## src/rtl/cu_decode_stage.sv

```systemverilog
// Registered decode stage: turns IR into the execute control bundle held in ID/EX,
// with load-use stall detection, stall/flush handling, illegal flagging and interrupt draining.
module cu_decode_stage #(
  parameter int REG_AW           = 5,
  parameter int HAZARD_EN        = 1,
  parameter int INT_FLUSH_CYCLES = 2
) (
  input  logic              CLK,
  input  logic              RST,
  input  logic              id_valid_i,
  input  logic [31:0]       ir,
  input  logic              stall_i,
  input  logic              flush_i,
  input  logic              int_taken,
  output logic              id_stall_o,
  output logic              int_ack,
  output logic              ex_valid,
  output logic [3:0]        ex_alu_fun,
  output logic [1:0]        ex_srcA_sel,
  output logic [2:0]        ex_srcB_sel,
  output logic [1:0]        ex_rf_sel,
  output logic              ex_rf_we,
  output logic              ex_mem_we2,
  output logic              ex_mem_rden2,
  output logic              ex_csr_we,
  output logic              ex_mret,
  output logic              ex_is_branch,
  output logic              ex_jal,
  output logic              ex_jalr,
  output logic              ex_illegal,
  output logic [2:0]        ex_funct3,
  output logic [REG_AW-1:0] ex_rd,
  output logic [REG_AW-1:0] ex_rs1,
  output logic [REG_AW-1:0] ex_rs2
);

  localparam logic [6:0] OP_R      = 7'b0110011;
  localparam logic [6:0] OP_IMM    = 7'b0010011;
  localparam logic [6:0] OP_LOAD   = 7'b0000011;
  localparam logic [6:0] OP_STORE  = 7'b0100011;
  localparam logic [6:0] OP_LUI    = 7'b0110111;
  localparam logic [6:0] OP_AUIPC  = 7'b0010111;
  localparam logic [6:0] OP_JAL    = 7'b1101111;
  localparam logic [6:0] OP_JALR   = 7'b1100111;
  localparam logic [6:0] OP_BRANCH = 7'b1100011;
  localparam logic [6:0] OP_SYS    = 7'b1110011;

  localparam logic [3:0] CNT_INIT = 4'(INT_FLUSH_CYCLES - 1);

  typedef struct packed {
    logic              valid;
    logic [3:0]        alu_fun;
    logic [1:0]        srcA_sel;
    logic [2:0]        srcB_sel;
    logic [1:0]        rf_sel;
    logic              rf_we;
    logic              mem_we2;
    logic              mem_rden2;
    logic              csr_we;
    logic              mret;
    logic              is_branch;
    logic              jal;
    logic              jalr;
    logic              illegal;
    logic [2:0]        funct3;
    logic [REG_AW-1:0] rd;
    logic [REG_AW-1:0] rs1;
    logic [REG_AW-1:0] rs2;
  } ctrl_t;

  typedef enum logic [1:0] {ST_RUN, ST_DRAIN, ST_ACK} state_t;

  ctrl_t      dec, ex_d, ex_q;
  state_t     state_d, state_q;
  logic [3:0] cnt_d, cnt_q;
  logic [6:0] opcode;
  logic [2:0] funct3;
  logic       legal, reads_rs1, reads_rs2, uses_rd;
  logic       hazard, int_bubble, drain_stall;

  assign opcode = ir[6:0];
  assign funct3 = ir[14:12];

  always_comb begin
    dec           = '0;
    legal         = 1'b1;
    reads_rs1     = 1'b0;
    reads_rs2     = 1'b0;
    uses_rd       = 1'b0;
    dec.funct3    = funct3;
    dec.rd        = ir[7 +: REG_AW];
    dec.rs1       = ir[15 +: REG_AW];
    dec.rs2       = ir[20 +: REG_AW];
    case (opcode)
      OP_R: begin
        reads_rs1   = 1'b1;
        reads_rs2   = 1'b1;
        uses_rd     = 1'b1;
        dec.rf_sel  = 2'd3;
        dec.rf_we   = 1'b1;
        dec.alu_fun = {ir[30], funct3};
        if (ir[31] || (ir[29:25] != 5'd0) ||
            (ir[30] && (funct3 != 3'b000) && (funct3 != 3'b101)))
          legal = 1'b0;
      end
      OP_IMM: begin
        reads_rs1    = 1'b1;
        uses_rd      = 1'b1;
        dec.srcB_sel = 3'd1;
        dec.rf_sel   = 2'd3;
        dec.rf_we    = 1'b1;
        // Only shifts use funct7; other immediates keep ir[30] as an immediate bit.
        if (funct3 == 3'b101) begin
          dec.alu_fun = {ir[30], funct3};
          if (ir[31] || (ir[29:25] != 5'd0)) legal = 1'b0;
        end else if (funct3 == 3'b001) begin
          dec.alu_fun = 4'b0001;
          if (ir[31:25] != 7'd0) legal = 1'b0;
        end else begin
          dec.alu_fun = {1'b0, funct3};
        end
      end
      OP_LOAD: begin
        reads_rs1     = 1'b1;
        uses_rd       = 1'b1;
        dec.srcB_sel  = 3'd1;
        dec.rf_sel    = 2'd2;
        dec.rf_we     = 1'b1;
        dec.mem_rden2 = 1'b1;
        if ((funct3 == 3'b011) || (funct3[2:1] == 2'b11)) legal = 1'b0;
      end
      OP_STORE: begin
        reads_rs1    = 1'b1;
        reads_rs2    = 1'b1;
        dec.srcB_sel = 3'd2;
        dec.mem_we2  = 1'b1;
        if ((funct3 == 3'b011) || funct3[2]) legal = 1'b0;
      end
      OP_LUI: begin
        uses_rd      = 1'b1;
        dec.srcA_sel = 2'd1;
        dec.alu_fun  = 4'b1001;
        dec.rf_sel   = 2'd3;
        dec.rf_we    = 1'b1;
      end
      OP_AUIPC: begin
        uses_rd      = 1'b1;
        dec.srcA_sel = 2'd1;
        dec.srcB_sel = 3'd3;
        dec.rf_sel   = 2'd3;
        dec.rf_we    = 1'b1;
      end
      OP_JAL: begin
        uses_rd   = 1'b1;
        dec.jal   = 1'b1;
        dec.rf_we = 1'b1;
      end
      OP_JALR: begin
        reads_rs1    = 1'b1;
        uses_rd      = 1'b1;
        dec.jalr     = 1'b1;
        dec.srcB_sel = 3'd1;
        dec.rf_we    = 1'b1;
        if (funct3 != 3'b000) legal = 1'b0;
      end
      OP_BRANCH: begin
        reads_rs1     = 1'b1;
        reads_rs2     = 1'b1;
        dec.is_branch = 1'b1;
        if (funct3[2:1] == 2'b01) legal = 1'b0;
      end
      OP_SYS: begin
        reads_rs1 = 1'b1;
        case (funct3)
          3'b001: begin
            uses_rd     = 1'b1;
            dec.alu_fun = 4'b1001;
            dec.rf_sel  = 2'd1;
            dec.rf_we   = 1'b1;
            dec.csr_we  = 1'b1;
          end
          3'b010: begin
            uses_rd      = 1'b1;
            dec.alu_fun  = 4'b0110;
            dec.srcB_sel = 3'd4;
            dec.rf_sel   = 2'd1;
            dec.rf_we    = 1'b1;
            dec.csr_we   = 1'b1;
          end
          3'b011: begin
            uses_rd      = 1'b1;
            dec.alu_fun  = 4'b0111;
            dec.srcA_sel = 2'd2;
            dec.srcB_sel = 3'd4;
            dec.rf_sel   = 2'd1;
            dec.rf_we    = 1'b1;
            dec.csr_we   = 1'b1;
          end
          3'b000: begin
            if (ir[31:20] == 12'h302) dec.mret = 1'b1;
            else legal = 1'b0;
          end
          default: legal = 1'b0;
        endcase
      end
      default: legal = 1'b0;
    endcase
    // Narrow register files reject any register field that needs the dropped MSB.
    if ((REG_AW < 5) && ((uses_rd && ir[11]) || (reads_rs1 && ir[19]) || (reads_rs2 && ir[24])))
      legal = 1'b0;
    if (dec.rd == '0) dec.rf_we = 1'b0;
    if (!legal) begin
      dec         = '0;
      dec.illegal = 1'b1;
    end
  end

  assign hazard = (HAZARD_EN != 0) && id_valid_i && legal && ex_q.valid && ex_q.mem_rden2 &&
                  (ex_q.rd != '0) &&
                  ((reads_rs1 && (ir[15 +: REG_AW] == ex_q.rd)) ||
                   (reads_rs2 && (ir[20 +: REG_AW] == ex_q.rd)));

  always_ff @(posedge CLK) begin
    if (RST) begin
      state_q <= ST_RUN;
      cnt_q   <= 4'd0;
    end else begin
      state_q <= state_d;
      cnt_q   <= cnt_d;
    end
  end

  always_comb begin
    state_d = state_q;
    cnt_d   = cnt_q;
    case (state_q)
      ST_RUN: begin
        if (int_taken) begin
          state_d = ST_DRAIN;
          cnt_d   = CNT_INIT;
        end
      end
      ST_DRAIN: begin
        if (!stall_i) begin
          if (cnt_q == 4'd0) state_d = ST_ACK;
          else cnt_d = cnt_q - 4'd1;
        end
      end
      ST_ACK:  state_d = ST_RUN;
      default: state_d = ST_RUN;
    endcase
  end

  always_comb begin
    int_ack     = (state_q == ST_ACK);
    drain_stall = (state_q == ST_DRAIN);
    int_bubble  = (state_q != ST_RUN) || int_taken;
  end

  assign id_stall_o = stall_i || drain_stall || hazard;

  // Flush beats stall; every other bubble source waits behind a downstream stall.
  always_comb begin
    ex_d = ex_q;
    if (flush_i) begin
      ex_d = '0;
    end else if (stall_i) begin
      ex_d = ex_q;
    end else if (int_bubble || hazard || !id_valid_i) begin
      ex_d = '0;
    end else begin
      ex_d       = dec;
      ex_d.valid = 1'b1;
    end
  end

  always_ff @(posedge CLK) begin
    if (RST) ex_q <= '0;
    else     ex_q <= ex_d;
  end

  assign ex_valid     = ex_q.valid;
  assign ex_alu_fun   = ex_q.alu_fun;
  assign ex_srcA_sel  = ex_q.srcA_sel;
  assign ex_srcB_sel  = ex_q.srcB_sel;
  assign ex_rf_sel    = ex_q.rf_sel;
  assign ex_rf_we     = ex_q.rf_we;
  assign ex_mem_we2   = ex_q.mem_we2;
  assign ex_mem_rden2 = ex_q.mem_rden2;
  assign ex_csr_we    = ex_q.csr_we;
  assign ex_mret      = ex_q.mret;
  assign ex_is_branch = ex_q.is_branch;
  assign ex_jal       = ex_q.jal;
  assign ex_jalr      = ex_q.jalr;
  assign ex_illegal   = ex_q.illegal;
  assign ex_funct3    = ex_q.funct3;
  assign ex_rd        = ex_q.rd;
  assign ex_rs1       = ex_q.rs1;
  assign ex_rs2       = ex_q.rs2;

endmodule

```

## config.mk

```make
export PLATFORM = sky130hd
export DESIGN_NAME = cu_decode_stage
export DESIGN_NICKNAME = d
export VERILOG_FILES = /design/src/rtl/cu_decode_stage.sv
export SDC_FILE = /design/constraint.sdc
export NUM_CORES = 1
export LEC_CHECK = 0
export BUFFER_PORTS_ARGS = -buffer_cell sky130_fd_sc_hd__buf_2
export CAP_MARGIN = 20
export CORE_ASPECT_RATIO = 1.75
export CORE_UTILIZATION = 56
export CTS_BUF_LIST = sky130_fd_sc_hd__clkbuf_8
export CTS_CLUSTER_DIAMETER = 100
export DETAILED_ROUTE_END_ITERATION = 10
export GPL_ROUTABILITY_DRIVEN = 0
export HOLD_SLACK_MARGIN = 0.08
export PLACE_DENSITY = 0.91
export SETUP_SLACK_MARGIN = 0.15
export SYNTH_ARGS = -nofsm -noshare
export SYNTH_HDL_FRONTEND = slang
export SYNTH_SLANG_ARGS = --single-unit
```

## constraint.sdc

```tcl
create_clock -name CLK -period 3.39 [get_ports CLK]
set_clock_uncertainty 0.15 [all_clocks]
set_input_delay 0.1695 -clock CLK [delete_from_list [all_inputs] [get_ports CLK]]
set_output_delay 0.1695 -clock CLK [all_outputs]
set_load 0.02 [all_outputs]
```

==> run metrics, run 1 <==
CTS Root Cell clkbuf_8; H-tree depth 2; Int Power between 800 and 900 uW; number of CTS-inserted buffers 5; CP top delay family simple AND/OR/NAND/NOR gates; Port Buf Inserts 78; total grt overflow 0; Worst path max stage delay 600 ps; hold_buf cts 20; minimum clock period 2909 ps; layout cells sized above 1 30.61%; Overall Global Routing Usage 31.08%; hold endpoint ex_funct3[2]; Iter 0 DRT Violations 97; Syn. warnings 0; Net Sw Frac around 23%; FF-to-FF setup slack 770 ps; Psw 269.6 uW; Tightest Hold Check Type in -> reg; cell mode on critical path buf_2; Post CTS Setup Buffer Count 0; Final Setup Violations 0; final period utilization 85.80%; clk buf depth 2; CP max stage cell nor4_4; number of synthesized flops with an enable pin 0; relative slew slack 51.20%; Worst R2R Start ex_rd[3]; Crit. End Element primary output; vias 2304; Synth Cell Area around 2300 um^2; vias per std cell 6.095; DRT Pass-1 Iters 5; R2R depth 7; n_diodes 0; Cell variety after synth 51; syn nets 275; asr flop ratio synth 0%; Hold Violations, Final 0; measured slew at the worst slew-check pin approximately 730 ps; sequential area share after synthesis 39.69%; syn avg cell area ~9.6 um^2; clock-pin slew on the worst setup and hold paths 80 ps; post_cts resized 0; Crit path arrival time 2590 ps; largest net degree at the start of global routing 40; Flop pwr share 46.7%; setup TNS 0 ps; worst hold start ir[14]; DRC Markers 0; P per Cell Area 399.4 nW/um^2; die footprint 4322 um^2; Crit Path Class in -> out; Die H 86.22 um; hold path cells 2; Routed WL 6453 um; filler cell count about 270; Core Area 3866 um^2; status completed; placed inst area 2584 um^2; first-pass GRT wire length 10050 um; Max FO, Critical Path 8; worst path buffer plus inverter count 3; CP cell instances dlygate4sd3_1 > buf_2 > xor2_1 > nor4_1 > a22oi_1 > nor4_4 > a221o_1 > buf_2; Post-DRT Antenna Nets 0; WL per Instance 17.07 um; fin area 2918 um^2; row count 30; Clock power frac 40.4%; crit start category input port; CP Data Required Time 3070 ps; Post-synth top flop dfxtp_1; Initial Util about three fifths; Comb power frac 12.9%; FF+latch count, synth 45; Placed Cells 350; Post-Layout Cell Count 378; Final nets approximately 370; post-DP HPWL 4195 um; RSZ-0062 raised after global routing no; initial antenna violation count 0; cells after synthesis 236; Stages on worst setup path 8; Slew Viols, Final 0; Pleak 0.001351 uW; Clock Sinks 45; io pins 79; max cap viols 0; Max VDD drop 0.0005120 V; FF-to-FF End ex_mem_we2; vias in the first global route 2157; P&R area growth vs syn 28.56%; TritonCTS clock tree done; die width 50.13 um; Max Clk Rate about 340 MHz; Skew-Pair Late Insertion Delay 300 ps
==> cell type report <==
type	count	area (um^2)	area share (%)
clock buffer	5	68.82	2.358
sequential	45	900.9	30.87
inverter	8	30.03	1.029
timing repair buffer	99	598.1	20.50
clock inverter	3	65.06	2.230
multi-input combinational	170	1195	40.95
tap	48	60.06	2.058
==> per-layer routing <==
| metal | global-route usage [%] | up-vias | wire length, um |
|---|---|---|---|
| li1 | - | 1070 | - |
| met2 | 56.24 | 130 | 3509 |
| met1 | 32.67 | 1077 | 2345 |
| met5 | 0 | - | 0 |
| met3 | 5.614 | 27 | 366 |
| met4 | 17.40 | 0 | 232 |
==> cell families (layout without fill, tap and decap cells) <==
logic type,after synthesis,count (layout),share of synthesized area [%]
and+or+nand+nor,88,88,22.82
AOI/OAI and AO/OA,67,67,23.76
DFF,45,45,39.69
buffers and inverters,21,115,7.663
xor gates and xnor gates,13,13,5.017
adders and majority gates,1,1,0.5512
muxes,1,1,0.4961
==> worst register-to-register path, stage by stage, from the launching register on <==
cell and delay, ps:
dfxtp_1 380, xor2_1 190, nor4_1 410, a22oi_1 170, nor4_4 600, a211oi_4 70
buf_4 250, a32o_1 300
==> through the flow <==
| stage | worst slack (ps) | utilization [%] | hold slack [ps] | power [uW] |
|---|---|---|---|---|
| floorplan | 1103 | - | 91.88 | 640.0 |
| global placement | 860.2 | 66.83 | 241.9 | 678.7 |
| detailed placement | 842.0 | 66.83 | 243.2 | 682.8 |
| CTS | 516.1 | 75.47 | 90.42 | 1166 |
| global route | 384.8 | 75.47 | 97.64 | 1211 |
| finish | 481.3 | 75.47 | 101.2 | 1165 |
==> flip-flops by register name, indices dropped and copies added, names as in the netlist, 2 cells and up <==
name and count:
ex_funct3 3, ex_rs2 5, state_q 2, ex_rf_sel 2, ex_srcB_sel 3, ex_rd 5, ex_srcA_sel 2, cnt_q 4
ex_rs1 5, ex_alu_fun 4
==> Yosys cell counts (all sizes together) (3+ instances only) <==
library cell / instances / share of area, %
nand4: 6 / 1.7
a22o: 28 / 11
nor3: 5 / 1.1
and3: 3 / 1.1
buf: 5 / 2.5
clkbuf: 7 / 3.4
a2111oi: 3 / 2.0
nor4: 6 / 2.3
o21ai: 15 / 3.3
a32o: 4 / 1.8
xor2: 11 / 4.2
dfxtp: 45 / 40
nand2: 16 / 2.6
or4: 3 / 1.2
nand2b: 4 / 1.1
a21oi: 6 / 1.3
and2: 3 / 0.94
nand3: 4 / 0.88
inv: 8 / 1.3
nor2: 24 / 4.0
==> worst max path at each step <==
stage              from      endpoint  slack (ps)
5_1_grt          ir[20]    id_stall_o         380
3_3_place_gp   ex_rd[0]    ex_mem_we2         860
2_1_floorplan  ex_rd[0]  ex_funct3[2]        1100
3_5_place_dp   ex_rd[0]    ex_mem_we2         840
4_1_cts          ir[20]    id_stall_o         520
6_report         ir[18]    id_stall_o         480
==> power groups by stage <==
stage	registers [uW]	logic, uW	clock network [uW]
floorplan	556	83.9	0
global placement	556	122	0
detailed placement	557	126	0
CTS	544	146	476
global route	546	162	503
finish	545	150	470
==> placed cells by master (no fill, tap or decap), types with 5 or more instances in the layout <==
| cell type | n |
|---|---|
| a21oi_1 | 6 |
| a22o_1 | 27 |
| buf_2 | 78 |
| clkbuf_8 | 5 |
| dfxtp_1 | 45 |
| dlygate4sd3_1 | 20 |
| inv_1 | 8 |
| nand2_1 | 16 |
| nand4_1 | 6 |
| nor2_1 | 24 |
| nor3_1 | 5 |
| nor4_1 | 5 |
| o21ai_0 | 15 |
| xor2_1 | 11 |
No activity file was read; power rests on OpenSTA's default activity.
==> inputs of run 2 (changes only) <==
Settings changed: ABC_AREA from default to 1, CORE_UTILIZATION 56 to 57.
==> run 2 against run 1 <==
- setup slack better by 220 ps
- sequential share of layout area is 2.5 points lower
- synthesized cell count is 62% higher
- final area is 8.9% higher
- via count is 32% higher
- register-to-register slack better by 220 ps
- largest cell class unchanged
==> run metrics, run 2 <==
Crit Path Class in -> out; CP Data Required Time 3070 ps; io pins 79; top cells by area, synth dfxtp_1, nand2_1, nand4_1; Post-DRT Antenna Nets 0; most common cell after layout, fill and taps aside nand2_1; relative slew slack 35.77%; Post CTS Setup Buffer Count 0; total grt overflow 0; row count 31; vias in the first global route a little under 3000; filler cell count 337; Overall Global Routing Usage 35.49%; FF-to-FF setup slack 990 ps; syn avg cell area 6.698 um^2; sequential area share after synthesis 35.21%; DRT Pass-1 Iters 5; Synth area leader dfxtp_1; vias 3030; RSZ-0062 raised after global routing no; Post-synth top flop dfxtp_1; Max FO, Critical Path 31; first-pass GRT wire length 12630 um; Cell variety after synth 34; DRC Markers 0; WL per Instance approximately 15 um; Hold Violations, Final 0; number of CTS-inserted buffers 5; Port Buf Inserts 78; Yosys top cell area share a little over a third; Crit. End Element primary output; largest net degree at the start of global routing 43; Synth top cells by count nand2_1, dfxtp_1, a21oi_1; post-DP HPWL 5111 um; H-tree depth 2; TritonCTS clock tree done; Tightest Hold Check Type in -> reg; Iter 0 DRT Violations approximately 110; layout cells sized above 1 23.06%; number of synthesized flops with an enable pin 0; commonest non-fill, non-tap cells in the layout nand2_1, buf_2, dfxtp_1; Post-Layout Cell Count 514; FF+latch count, synth 45; status completed; Die H 90.63 um; measured slew at the worst slew-check pin ~960 ps; post_cts resized 0; vias per std cell 5.895; Syn. warnings 0; Clock Sinks 45; Synth Cell Area approximately 2600 um^2; syn nets 421; P&R area growth vs syn 24.16%; Final nets 503; crit start category input port; final period utilization 79.21%; die footprint 4771 um^2; Pleak roughly 0.0014 uW; CTS Root Cell clkbuf_8; Routed WL 7864 um; P per Cell Area roughly 340 nW/um^2; initial antenna violation count 1; minimum clock period approximately 2700 ps; clock-pin slew on the worst setup and hold paths 70 ps; Initial Util around 61%; asr flop ratio synth 0%; count leader, synth nand2_1; setup TNS 0 ps; cells after synthesis 382; die width 52.65 um; Slew Viols, Final 0; Final Setup Violations 0; max cap viols 0; Placed Cells 487; Crit path arrival time about 2400 ps; Core Area around 4200 um^2; clk buf depth 2; Max Clk Rate 372.4 MHz; Skew-Pair Late Insertion Delay around 300 ps; Max VDD drop 0.0003253 V
## run 2: logic make-up (layout without fill, tap and decap cells)
kind of cell / count (synthesis) / count (layout) / share of synthesized area (%)
other: 0 / 1 / 0
DFF: 45 / 45 / 35.21
adders and majority gates: 1 / 1 / 0.4889
AOI/OAI and AO/OA: 60 / 60 / 12.37
xor gates and xnor gates: 6 / 6 / 2.054
buffers and inverters: 57 / 139 / 10.02
and+or+nand+nor: 213 / 213 / 39.85
## run 2: worst max-delay path, cell delays in order
cell and delay, ps:
dlygate4sd3_1 550, buf_2 200, inv_2 70, nor3_1 210
o21ai_0 130, nand3_1 170, nand3_4 320, nand2_2 290
nand2_1 80, buf_2 160
## run 2: layer usage
metal	share of wire, %	track usage (%)
met1	34	32.84
met2	55	65.30
met3	5.6	6.397
met4	5.6	23.03
met5	0	0
## run 2: final timing paths
| kind | end | depth (start not counted) | start |
|---|---|---|---|
| setup / recovery | id_stall_o | 10 | ir[12] |
| hold reg to reg | ex_rf_sel[1] | 2 | ex_rf_sel[1] |
| setup reg to reg | ex_rd[2] | 8 | ex_rd[4] |
| hold / removal | ex_funct3[1] | 3 | ir[13] |
## run 2: timing repair
action	CTS	global route
hold endpoints to repair	23	0
hold buffers	19	0
setup endpoints to repair	0	0
## run 2: report_power, final
| part | internal (uW) | switching, uW | total [uW] |
|---|---|---|---|
| Combinational | 74.4 | 124 | 199 |
| Sequential | 542 | 9.43 | 551 |
| Clock | 161 | 181 | 342 |
| Total | 777 | 314 | 1090 |
## run 2: layout make-up
type | instances | area (um^2) | share of cell area, %
Tap cell | 49 | 61.31 | 1.930
Multi-Input combinational cell | 280 | 1406 | 44.27
Inverter | 34 | 127.6 | 4.017
Antenna cell | 1 | 2.502 | 0.07877
Clock buffer | 6 | 82.58 | 2.599
Timing Repair Buffer | 98 | 588.1 | 18.51
Clock inverter | 1 | 7.507 | 0.2363
Sequential cell | 45 | 900.9 | 28.36
## run 2: through the flow
stage | cell area, um^2 | setup WS (ps) | total power, uW | hold WS (ps) | utilization (%)
after floorplan | 2559 | 1681 | 684.0 | 88.91 | -
after global placement | 2894 | 1182 | 733.8 | 244.9 | 68.45
after detailed placement | 2894 | 1131 | 738.6 | 254.7 | 68.45
after CTS | 3174 | 797.3 | 1082 | 93.31 | 75.08
after global routing | 3177 | 479.6 | 1136 | 114.2 | 75.14
final | 3177 | 704.8 | 1092 | 104.3 | 75.14
==> inputs of run 3 (changes only) <==
Settings changed: CORE_UTILIZATION 57 to 53, PLACE_DENSITY 0.91 to 0.85.
Clock period 3.39 ns to 2.55 ns, I/O delays scaled along.
==> run 3 against run 2 <==
- non-clock buffer count rose by 3
- routed wire length fell by 1.4%
- via count is 1.7% lower
- total power increased by 31%
- die area grew 7.3%
- critical path depth rose by 2
- cell count rose by 1.4%
- clock-buffer cell count down 1
- final area up 1.4%
==> run metrics, run 3 (synthesized netlist as in run 2, its figures left out) <==
status completed; Post-Layout Cell Count 521; Psw 423.0 uW; most common cell after layout, fill and taps aside nand2_1; Post-DRT Antenna Nets 0; minimum clock period 2250 ps; H-tree depth 2; Crit Path Class in -> out; clock-pin slew on the worst setup and hold paths 80 ps; Net Sw Frac between 20 and 30%; setup TNS 0 ps; Final nets 507; Max VDD drop 0.0003953 V; Hold Violations, Final 0; Die H 93.92 um; vias in the first global route 2705; CP max stage cell dlygate4sd3_1; row count 33; Max FO, Critical Path 16; measured slew at the worst slew-check pin 713.6 ps; final period utilization 88.22%; P&R area growth vs syn 25.92%; commonest non-fill, non-tap cells in the layout nand2_1, buf_2, dfxtp_1; number of CTS-inserted buffers 5; Crit path arrival time approximately 2000 ps; first-pass GRT wire length 11750 um; placed inst area 2905 um^2; Flop pwr share around half; DRC Markers 0; largest net degree at the start of global routing 43; RSZ-0062 raised after global routing no; Tightest Hold Check Type in -> reg; DRT Pass-1 Iters 6; total grt overflow 0; post-DP HPWL 5246 um; vias per std cell between 5 and 6; vias slightly below 3000; Final Setup Violations 0; n_diodes 0; Clock power frac between 20% and 30%; relative slew slack 52.43%; Overall Global Routing Usage 31.61%; TritonCTS clock tree done; layout cells sized above 1 23.03%; clk buf depth 2; Worst Hold Slack 134.6 ps; Skew-Pair Late Insertion Delay roughly 300 ps; Slew Viols, Final 0; filler cell count 409; crit start category input port; cell mode on critical path nand2_1; Placed Cells around 490; Comb power frac between 10% and 20%; P per Cell Area 444.7 nW/um^2; Worst path max stage delay around 540 ps; Pleak 0.001468 uW; io pins 79; fin area approximately 3200 um^2; Int Power between 1000 and 1500 uW; CP cell instances dlygate4sd3_1 > buf_2 > nor2_1 > nand2_1 > nor2_1 > nand2_1 > nand2_1 > a21oi_4 > nand3_4 > nand2_4 > nand2_1 > buf_2; CTS Root Cell clkbuf_8; initial antenna violation count 0; WL per Instance 14.88 um; Iter 0 DRT Violations 130; final worst slack 300.3 ps; CP Data Required Time 2270 ps; Place WS 479.1 ps; Max Clk Rate 444.5 MHz; Initial Util 54.84%; max cap viols 0; Port Buf Inserts between 70 and 80; Routed WL 7750 um; die footprint 5121 um^2; die width around 55 um; Core Area 4666 um^2; Crit. End Element primary output; Clock Sinks 45
[run 3: timing repair]
item / CTS / global route
hold endpoints to repair: 24 / 0
hold buffers: 21 / 0
gates resized for setup: 0 / 2
setup buffers: 0 / 0
setup endpoints to repair: 0 / 1
[run 3: power by group through the flow]
stage | registers, uW | logic (uW) | clock network [uW]
floorplan | 748 | 162 | 0
global placement | 749 | 229 | 0
detailed placement | 750 | 235 | 0
CTS | 733 | 262 | 427
global route | 736 | 303 | 455
finish | 733 | 272 | 428
[run 3: cell type report]
class                      instances  area [um^2]  share of cell area, %
clock buffer                       5        68.82                  2.136
clock inverter                     3        15.01                 0.4660
inverter                          34        127.6                  3.961
multi-input combinational        281         1429                  44.35
sequential                        45        900.9                  27.96
tap                               52        65.06                  2.019
timing repair buffer             101        615.6                  19.11
[run 3: worst paths after layout]
check                                     end  cells after the start  slack (ps)        from
worst max register to register  ex_alu_fun[3]                     10         590    ex_rd[3]
worst max-delay path               id_stall_o                     12         300      ir[20]
worst min register to register     ex_illegal                      2         310  ex_illegal
worst min-delay path               ex_mem_we2                      4         130       ir[6]
[run 3: stage by stage]
stage          power (uW)  utilization (%)
3_5_place_dp        984.8            62.27
6_report             1433            69.05
5_1_grt              1495            69.05
3_3_place_gp        977.5            62.27
4_1_cts              1423            68.57
2_1_floorplan       909.4                -
[run 3: worst max-delay path: cells and delay by family]
family          cells  cell delay (ps)
buf+inv             3              860
simple gates        8              770
compound gates      1              220
[run 3: metal layers]
| metal | part of all wire (%) | GRT usage (%) | wire length [um] | up-vias |
|---|---|---|---|---|
| met4 | 5.5 | 20.51 | 429 | 0 |
| met3 | 5.1 | 6.472 | 398 | 34 |
| met1 | 36 | 29.61 | 2773 | 1354 |
| li1 | - | - | - | 1456 |
| met5 | 0 | 0 | 0 | - |
| met2 | 54 | 57.22 | 4149 | 133 |
